`src/rtl/mem_arb_pkg.sv`:
```
// Shared encodings for the IFU/LSU memory-port arbiter.
package mem_arb_pkg;

    typedef enum logic [1:0] {
        S_IDLE = 2'd0,
        S_REQ  = 2'd1,
        S_WAIT = 2'd2,
        S_RESP = 2'd3
    } state_t;

    typedef enum logic {
        OWN_IFU = 1'b0,
        OWN_LSU = 1'b1
    } owner_t;

    localparam logic [1:0] LEN_B = 2'b00;
    localparam logic [1:0] LEN_H = 2'b01;
    localparam logic [1:0] LEN_W = 2'b10;

    // 2'b11 is not a real size; downstream only ever sees B/H/W.
    function automatic logic [1:0] norm_len(input logic [1:0] len);
        return (len == 2'b11) ? LEN_W : len;
    endfunction

endpackage

```
`src/rtl/rr_arb2.sv`:
```
// Two-way round-robin grant; bit 0 = IFU, bit 1 = LSU. Pointer lives in the parent.
module rr_arb2
    import mem_arb_pkg::*;
(
    input  logic [1:0] req,
    input  owner_t     last_grant,
    output logic [1:0] gnt
);

    assign gnt[0] = req[0] & (~req[1] | (last_grant == OWN_LSU));
    assign gnt[1] = req[1] & (~req[0] | (last_grant == OWN_IFU));

endmodule

```
`src/rtl/mem_arbiter.sv`:
```
// Shares one downstream memory port between IFU fetches and LSU loads/stores,
// one transaction at a time, with a timeout that turns a lost response into an error.
module mem_arbiter
    import mem_arb_pkg::*;
#(
    parameter int ADDR_W  = 32,
    parameter int DATA_W  = 32,
    parameter int TIMEOUT = 256,
    parameter int CNT_W   = 9
) (
    input  logic              clk,
    input  logic              rst,
    input  logic              ifu_req_valid,
    output logic              ifu_req_ready,
    input  logic [ADDR_W-1:0] ifu_addr,
    output logic              ifu_resp_valid,
    input  logic              ifu_resp_ready,
    output logic [DATA_W-1:0] ifu_rdata,
    output logic              ifu_resp_err,
    input  logic              lsu_req_valid,
    output logic              lsu_req_ready,
    input  logic [ADDR_W-1:0] lsu_addr,
    input  logic              lsu_wen,
    input  logic [DATA_W-1:0] lsu_wdata,
    input  logic [1:0]        lsu_len,
    output logic              lsu_resp_valid,
    input  logic              lsu_resp_ready,
    output logic [DATA_W-1:0] lsu_rdata,
    output logic              lsu_resp_err,
    output logic              mem_req_valid,
    input  logic              mem_req_ready,
    output logic [ADDR_W-1:0] mem_addr,
    output logic              mem_wen,
    output logic [DATA_W-1:0] mem_wdata,
    output logic [1:0]        mem_len,
    input  logic              mem_resp_valid,
    output logic              mem_resp_ready,
    input  logic [DATA_W-1:0] mem_rdata
);

    localparam logic [CNT_W-1:0] CNT_LAST = CNT_W'((TIMEOUT == 0) ? 0 : TIMEOUT - 1);

    state_t            state;
    owner_t            owner;
    owner_t            last_grant;
    logic              stale;
    logic [CNT_W-1:0]  cnt;
    logic [ADDR_W-1:0] addr_q;
    logic              wen_q;
    logic [DATA_W-1:0] wdata_q;
    logic [1:0]        len_q;
    logic [DATA_W-1:0] rdata_q;
    logic              err_q;

    logic [1:0] gnt;
    logic       idle;
    logic       timeout_hit;
    logic       owner_take;

    rr_arb2 u_rr (
        .req        ({lsu_req_valid, ifu_req_valid}),
        .last_grant (last_grant),
        .gnt        (gnt)
    );

    assign idle          = (state == S_IDLE);
    assign ifu_req_ready = idle & gnt[0] & ~rst;
    assign lsu_req_ready = idle & gnt[1] & ~rst;

    // A stale response from a timed-out access must drain before anything new goes out.
    assign mem_req_valid  = (state == S_REQ) & ~stale;
    assign mem_resp_ready = (state == S_WAIT) | stale;
    assign mem_addr       = addr_q;
    assign mem_wen        = wen_q;
    assign mem_wdata      = wdata_q;
    assign mem_len        = len_q;

    assign ifu_resp_valid = (state == S_RESP) & (owner == OWN_IFU);
    assign lsu_resp_valid = (state == S_RESP) & (owner == OWN_LSU);
    assign ifu_rdata      = (owner == OWN_IFU) ? rdata_q : '0;
    assign lsu_rdata      = (owner == OWN_LSU) ? rdata_q : '0;
    assign ifu_resp_err   = (owner == OWN_IFU) & err_q;
    assign lsu_resp_err   = (owner == OWN_LSU) & err_q;

    assign timeout_hit = (TIMEOUT != 0) && (cnt == CNT_LAST);
    assign owner_take  = (owner == OWN_IFU) ? ifu_resp_ready : lsu_resp_ready;

    always_ff @(posedge clk or posedge rst) begin
        if (rst) begin
            state      <= S_IDLE;
            owner      <= OWN_IFU;
            last_grant <= OWN_LSU;
            stale      <= 1'b0;
            cnt        <= '0;
            addr_q     <= '0;
            wen_q      <= 1'b0;
            wdata_q    <= '0;
            len_q      <= '0;
            rdata_q    <= '0;
            err_q      <= 1'b0;
        end else begin
            if (stale && mem_resp_valid)
                stale <= 1'b0;
            case (state)
                S_IDLE: begin
                    if (ifu_req_valid && ifu_req_ready) begin
                        owner   <= OWN_IFU;
                        addr_q  <= ifu_addr;
                        wen_q   <= 1'b0;
                        wdata_q <= '0;
                        len_q   <= LEN_W;
                        cnt     <= '0;
                        state   <= S_REQ;
                    end else if (lsu_req_valid && lsu_req_ready) begin
                        owner   <= OWN_LSU;
                        addr_q  <= lsu_addr;
                        wen_q   <= lsu_wen;
                        wdata_q <= lsu_wdata;
                        len_q   <= norm_len(lsu_len);
                        cnt     <= '0;
                        state   <= S_REQ;
                    end
                end
                S_REQ: begin
                    cnt <= cnt + 1'b1;
                    if (mem_req_valid && mem_req_ready) begin
                        state <= S_WAIT;
                    end else if (timeout_hit) begin
                        err_q   <= 1'b1;
                        rdata_q <= '0;
                        state   <= S_RESP;
                    end
                end
                S_WAIT: begin
                    cnt <= cnt + 1'b1;
                    if (mem_resp_valid) begin
                        rdata_q <= wen_q ? '0 : mem_rdata;
                        err_q   <= 1'b0;
                        state   <= S_RESP;
                    end else if (timeout_hit) begin
                        err_q   <= 1'b1;
                        rdata_q <= '0;
                        stale   <= 1'b1;
                        state   <= S_RESP;
                    end
                end
                S_RESP: begin
                    if (owner_take) begin
                        last_grant <= owner;
                        state      <= S_IDLE;
                    end
                end
                default: state <= S_IDLE;
            endcase
        end
    end

endmodule

```
`config.mk`:
```
export PLATFORM = sky130hd
export DESIGN_NAME = mem_arbiter
export DESIGN_NICKNAME = d
export VERILOG_FILES = /design/src/rtl/mem_arb_pkg.sv /design/src/rtl/rr_arb2.sv /design/src/rtl/mem_arbiter.sv
export SDC_FILE = /design/constraint.sdc
export NUM_CORES = 1
export LEC_CHECK = 0
export ABC_CLOCK_PERIOD_IN_PS = 9600
export BUFFER_PORTS_ARGS = -buffer_cell sky130_fd_sc_hd__clkbuf_2
export CAP_MARGIN = 20
export CORE_MARGIN = 2
export CORE_UTILIZATION = 29
export CTS_CLUSTER_SIZE = 20
export DETAILED_ROUTE_END_ITERATION = 16
export GPL_TIMING_DRIVEN = 0
export PLACE_DENSITY_LB_ADDON = 0.2
export SYNTH_ARGS = -nofsm -noshare
export SYNTH_HDL_FRONTEND = slang
export SYNTH_HIERARCHICAL = 1
export SYNTH_SLANG_ARGS = --single-unit
```
`constraint.sdc`:
```
create_clock -name clk -period 9.6 [get_ports clk]
set_input_delay 0.96 -clock clk [delete_from_list [all_inputs] [get_ports clk]]
set_output_delay 0.96 -clock clk [all_outputs]
set_load 0.02 [all_outputs]
```
Word level (Yosys, flattened, before mapping)
Cells that the tools add are included.
W data, S select, Z words.
{"block": "word_totals", "output_inout_bits": 139, "elab_cells": 91, "regBits": 114}
{"block": "classes", "muxes": 37, "addsub": 1, "bitwise_logic": 20, "reduce_logical": 14, "n_eq_ne": 8}
{"op": "$mux W32", "n": 10}
{"op": "$pmux W32 S2", "n": 1}
{"op": "$mux W2", "n": 9}
{"op": "$mux W9", "n": 2}
{"op": "$pmux W9 S2", "n": 1}
{"op": "$mux W1", "n": 12}
{"op": "$and A1 B1 Y1", "n": 11}
{"op": "$reduce_and A2 Y1", "n": 5}
{"op": "$add A9 B1 Y9 const B", "n": 1}
{"op": "$eq A9 B8 Y1 const B", "n": 1}
{"op": "$pmux W2 S4", "n": 1}
{"op": "$eq A2 B2 Y1 const B", "n": 3}
{"op": "$not A1 Y1", "n": 6}
{"op": "$reduce_bool A2 Y1", "n": 3}
{"op": "$logic_and A1 B1 Y1", "n": 4}
{"op": "$ne A2 B2 Y1 const B", "n": 2}
{"op": "$ne A3 B1 Y1 const B", "n": 1}
{"op": "$or A1 B1 Y1", "n": 3}
{"op": "$eq A2 B1 Y1 const B", "n": 1}
{"op": "$logic_not A2 Y1", "n": 1}
{"op": "$pmux W1 S2", "n": 1}
{"op": "$reduce_or A2 Y1", "n": 1}

Logic depth before layout (Yosys ltp)
{"block": "depth", "depth_word": 9, "mapped_depth": 9}

By module
The synthesis kept the hierarchy.
{"mod": "mem_arbiter", "instances": 1, "area_per_inst_um2": 5245.0, "cells_per_inst": 472}
{"mod": "rr_arb2", "instances": 1, "area_per_inst_um2": 18.8, "cells_per_inst": 3}

Worst setup path before layout
OpenSTA, ideal clock, no wires.
{"block": "synth_path", "path_kind": "input port to flip-flop", "from": "input port rst", "to": "register state[0]", "path_slack_ns": 5.449, "path_stages": 4, "n_path_buf": 0, "arrival_time_ns": 4.026, "path_cell_list": "inv_1 a21bo_2 nand2_1 mux2_2"}
{"block": "synth_between", "elab_chain_len": 5, "elab_cells_between_ends": 9, "cone_classes": "eq/ne (1); mux (2); bitwise (3); reduce/logical (3)"}
{"item": "start, declared", "line": "mem_arbiter.sv:12", "rtl": "input logic rst,"}
{"item": "$not A1 Y1 *", "line": "mem_arbiter.sv:67, mem_arbiter.sv:68"}
{"item": "$and A1 B1 Y1 (on tied branches)", "line": "mem_arbiter.sv:67, mem_arbiter.sv:68"}
{"item": "$logic_and A1 B1 Y1 (on tied branches)", "line": "mem_arbiter.sv:106, mem_arbiter.sv:114"}
{"item": "$mux W2 / $ne A3 B1 Y1 (equally long branches)"}
{"item": "$pmux W2 S4 / $reduce_and A2 Y1 (equally long branches)"}
{"item": "end signal, assigned", "line": "mem_arbiter.sv:113", "rtl": "state <= S_REQ;"}
{"item": "end signal, assigned", "line": "mem_arbiter.sv:121", "rtl": "state <= S_REQ;"}
{"item": "end signal, assigned", "line": "mem_arbiter.sv:127", "rtl": "state <= S_WAIT;"}
{"item": "end, declared", "line": "mem_arbiter.sv:43", "rtl": "state_t state;"}
Every way passes the cells marked *; elsewhere a longest branch is shown, timed or not.
A chain may end at the register's enable or synchronous reset.

Worst setup path in the final report
{"block": "layout_path", "from": "register state[0]", "to": "output port ifu_req_ready"}
{"block": "layout_between", "elab_chain_len": 3}
{"item": "start signal, assigned", "line": "mem_arbiter.sv:90", "rtl": "state <= S_IDLE;"}
{"item": "start signal, assigned", "line": "mem_arbiter.sv:113"}
{"item": "start signal, assigned", "line": "mem_arbiter.sv:121"}
{"item": "$logic_not A2 Y1", "line": "mem_arbiter.sv:66", "rtl": "assign idle = (state == S_IDLE);"}
{"item": "$and A1 B1 Y1 (2 in series)", "line": "mem_arbiter.sv:67", "rtl": "assign ifu_req_ready = idle & gnt[0] & ~rst;"}
{"item": "end, declared", "line": "mem_arbiter.sv:14", "rtl": "output logic ifu_req_ready,"}
Every way passes these cells.

==> summary by stage <==
Worst setup path
The source of the worst register-to-register timing path is cnt[0]$_DFFE_PP0P_. The worst setup path is captured at an output pin. The arrival time of the worst setup path is 1.83 ns. In this run the worst setup path begins at state[0]$_DFFE_PP0P_. The worst path required time is 8.64 ns. The slowest stage of the critical path belongs to the cell sky130_fd_sc_hd__dfrtp_1. The maximum fanout encountered on the critical timing path is 7.

The kind of launch point of the worst setup path is a flip-flop. The critical path goes through inv_1 -> ha_1 -> and2b_4 -> and2_1 -> clkbuf_2. On the worst path, the slowest cell contributes a delay of 0.45 ns. The classification of the worst setup path is flip-flop to output pin. The worst-case reg-to-reg path depth is 8. For flop-to-flop paths, the worst setup slack is 7.32 ns. The worst register-to-register path ends at rdata_q[1]$_DFFE_PP0P_.

Global route
The total overflow left after global routing is 0. The largest net degree at the start of global routing is 73. The initial antenna violation count was 0. The global-route total usage across every layer is 0.162. The number of global-route vias before repair is 4755.

The first global-routing pass estimated 24800 µm of wire.

Routing
The routed wire length is 15500 µm. After detailed routing, the number of remaining DRC violations is 0. Dividing the detail-routed via count by the number of cells gives 4.64. The number of vias after detailed routing is 4702.

The first-iteration detailed-routing DRC count is 185. The wire length per cell after detailed routing is 15.3 µm. The count of nets left with antenna violations once routing finished came out at 0. The total iterations of the first detailed-routing run is 4.

Logic synthesis
The count of different cell masters after synthesis is 40. The number of nets in the synthesized netlist is 622. The number of warnings printed during yosys synthesis is 6. Synthesis inferred 114 register bits. For this run, the register share of the synthesized area comes to 0.542.

The instance count of the mapped netlist is 475. The mean cell area of the mapped netlist is 11.1 µm². The cell area that synthesis handed to floorplanning was 5260 µm².

Placement
The final weighted congestion in routability-driven placement is 0.828. The HPWL reported at the end of detailed placement is 11900 µm. The instance area after placement is 6970 µm². Buffers placed on the I/O ports in this run total 277.

Clock network
The CTS H-tree depth is 4. The maximum clock insertion buffer count is 2. The number of clock sinks is 114. The root buffer cell chosen for the clock tree is sky130_fd_sc_hd__clkbuf_16. The quantity of gates resized following cts is 0. Post-CTS timing repair inserted 0 buffers for setup. The clock latency at the later pin of the worst-skew pair is 0.41 ns. The clock tree from TritonCTS is done. After clock tree synthesis, the clock-pin slew on the worst setup and hold paths is 0.06 ns.

The number of buffers inserted for hold repair after clock tree synthesis is 0. Clock tree synthesis inserted a total of 17 buffers.

Hold path
The hold-critical path depth is 2. The worst hold path belongs to the class flip-flop to flip-flop. The hold path startpoint is mem_addr[4]$_DFFE_PP0P_.

The hold path endpoint is mem_addr[4]$_DFFE_PP0P_.

Layout
The leading cell type in the layout, fill and taps excluded is sky130_fd_sc_hd__clkbuf_2. In the final layout, the share of cells above drive strength 1 is 0.437. The layout net count is 919. Relative to the synthesized area, the layout overhead comes to 43.8%. In the layout the commonest cells are sky130_fd_sc_hd__clkbuf_2 (278), sky130_fd_sc_hd__dfrtp_1 (113), sky130_fd_sc_hd__a22o_1 (65).

The final instance area is 7570 µm². Measured on the finished design, the core utilization comes to 0.423. The number of diodes is 0.

Job
The max-capacitance violation count is 0.

Power and ir drop
The total power density per cell area is 338 nW/µm². The maximum vdd drop is 160 µV. The leakage component of the power is 4.09 nW.

Die
The starting utilization of the core area is 0.294. The number of top-level pins is 278. The die extent in y is 139 µm. The floorplan step set the die width to 139 µm. The core region is 17900 µm².

Row generation in the floorplan step produced 49 rows. The area of the die is 19200 µm².

STA
The clock arrives with 0.00879 ns of skew. The shortest period the worst path allows is 2.79 ns. The number of max-slew violations in the final report is 0.

Setup repair after global routing left no endpoint under its margin. The final hold violation count is 0. The maximum frequency from static timing analysis is 358 MHz. At the pin with the least slew margin, the transition time is 0.500 ns. The headroom to the max-slew limit is 0.667. For the final routed database, the setup TNS stands at 0 ns.

On the final layout, the worst hold slack is 0.480 ns. Setup violations remaining at the end of the flow were counted as 0. The share of the clock period used by the worst path is 0.291.

Status
The run finished with clean final reports.
[worst max-delay path, delay by kind of cell, from the launching register on]
kind | cells | cell delay [ns]
fa+ha+maj | 1 | 0.24
buf+inv | 2 | 0.35
simple gates | 2 | 0.38
flops | 1 | 0.45
[stage by stage]
step                      instances  power [mW]  worst slack [ns]
after global routing           1014        2.71              6.69
after CTS                      1014        2.59              6.77
after detailed placement        982        1.94              6.85
after floorplan                 475        1.53              5.45
final                          1014        2.56              6.81
after global placement          981        1.92              4.17
[report_power, final]
part,switching [mW],internal [mW],total [mW]
clock network,0.227,0.403,0.631
logic,0.665,0.437,1.10
registers,0.132,0.691,0.824
total,1.02,1.53,2.56
[Yosys cell counts]
| library cell | n | area share |
|---|---|---|
| sky130_fd_sc_hd__or3_1 | 1 | 0.0012 |
| sky130_fd_sc_hd__nand3b_1 | 1 | 0.0014 |
| sky130_fd_sc_hd__o41ai_1 | 1 | 0.0017 |
| sky130_fd_sc_hd__o31ai_1 | 4 | 0.0057 |
| sky130_fd_sc_hd__ha_1 | 8 | 0.019 |
| sky130_fd_sc_hd__a22o_2 | 1 | 0.0019 |
| sky130_fd_sc_hd__mux2i_1 | 34 | 0.065 |
| sky130_fd_sc_hd__mux2_2 | 1 | 0.0021 |
| sky130_fd_sc_hd__nand4b_1 | 1 | 0.0017 |
| sky130_fd_sc_hd__and2_1 | 39 | 0.046 |
| sky130_fd_sc_hd__and3_1 | 1 | 0.0012 |
| sky130_fd_sc_hd__a22o_1 | 65 | 0.11 |
| sky130_fd_sc_hd__a21boi_1 | 1 | 0.0014 |
| sky130_fd_sc_hd__buf_6 | 4 | 0.0086 |
| sky130_fd_sc_hd__or2_2 | 2 | 0.0024 |
| sky130_fd_sc_hd__clkbuf_2 | 1 | 0.00095 |
| sky130_fd_sc_hd__a21bo_2 | 1 | 0.0019 |
| sky130_fd_sc_hd__o31a_1 | 2 | 0.0033 |
| sky130_fd_sc_hd__nor2_1 | 8 | 0.0057 |
| sky130_fd_sc_hd__a21oi_1 | 6 | 0.0057 |
| sky130_fd_sc_hd__dfstp_2 | 1 | 0.0050 |
| sky130_fd_sc_hd__o211ai_1 | 1 | 0.0014 |
| sky130_fd_sc_hd__buf_2 | 17 | 0.016 |
| sky130_fd_sc_hd__or4_1 | 1 | 0.0014 |
| sky130_fd_sc_hd__a31oi_1 | 2 | 0.0024 |
| sky130_fd_sc_hd__nor2b_1 | 37 | 0.044 |
| sky130_fd_sc_hd__o21bai_1 | 1 | 0.0014 |
| sky130_fd_sc_hd__a21oi_4 | 1 | 0.0031 |
| sky130_fd_sc_hd__and2b_4 | 1 | 0.0019 |
| sky130_fd_sc_hd__o21ai_0 | 44 | 0.042 |
| sky130_fd_sc_hd__clkbuf_1 | 8 | 0.0057 |
| sky130_fd_sc_hd__dfrtp_1 | 113 | 0.54 |
| sky130_fd_sc_hd__a21boi_0 | 1 | 0.0014 |
| sky130_fd_sc_hd__nand3_1 | 4 | 0.0038 |
| sky130_fd_sc_hd__nand2_1 | 47 | 0.034 |
| sky130_fd_sc_hd__o21a_1 | 2 | 0.0029 |
| sky130_fd_sc_hd__o21ai_1 | 1 | 0.00095 |
| sky130_fd_sc_hd__buf_4 | 3 | 0.0043 |
| sky130_fd_sc_hd__nand2b_1 | 2 | 0.0024 |
| sky130_fd_sc_hd__inv_1 | 6 | 0.0043 |
[layout make-up]
cell class,instances,area [µm²]
inverters,6,27.5
clock buffers,21,470
clock inverters,11,129
flip-flops and latches,114,2850
repair buffers,278,1410
plain buffers,33,188
well taps,229,287
multi-input cells,322,2200
fillers,1786,10300
[metal layers]
layer  vias to the layer above  share of wire  routed length (µm)  track usage
met4                         0          0.022                 344       0.0670
met2                       187           0.48                7440        0.267
met3                        26          0.062                 955       0.0407
met5                         -              0                   0            0
met1                      2214           0.44                6780        0.203
li1                       2275              -                   -            -
[registers in the layout, indices dropped and copies added, names as in the netlist]
register / count
mem_wen: 1
last_grant: 1
rdata_q: 32
stale: 1
mem_len: 2
mem_wdata: 32
cnt: 9
mem_addr: 32
state: 2
err_q: 1
owner: 1
[how the worst max path moves through the flow]
stage,end,slack (ns),depth (start not counted)
floorplan,state[0]$_DFFE_PP0P_,5.45,4
finish,ifu_req_ready,6.81,5
global route,ifu_req_ready,6.69,5
detailed placement,ifu_req_ready,6.85,4
global placement,mem_addr[0]$_DFFE_PP0P_,4.17,2
CTS,ifu_req_ready,6.77,5
[kinds of logic (layout without fill, tap and decap cells)]
logic type / count (synthesis) / in the layout / synth area share
DFF: 114 / 114 / 0.542
muxes: 35 / 35 / 0.0668
AOI/OAI and AO/OA: 134 / 134 / 0.185
adders and majority gates: 8 / 8 / 0.0190
buffers and inverters: 39 / 349 / 0.0399
and+or+nand+nor: 145 / 145 / 0.147
(Power assumes the default switching activity.)
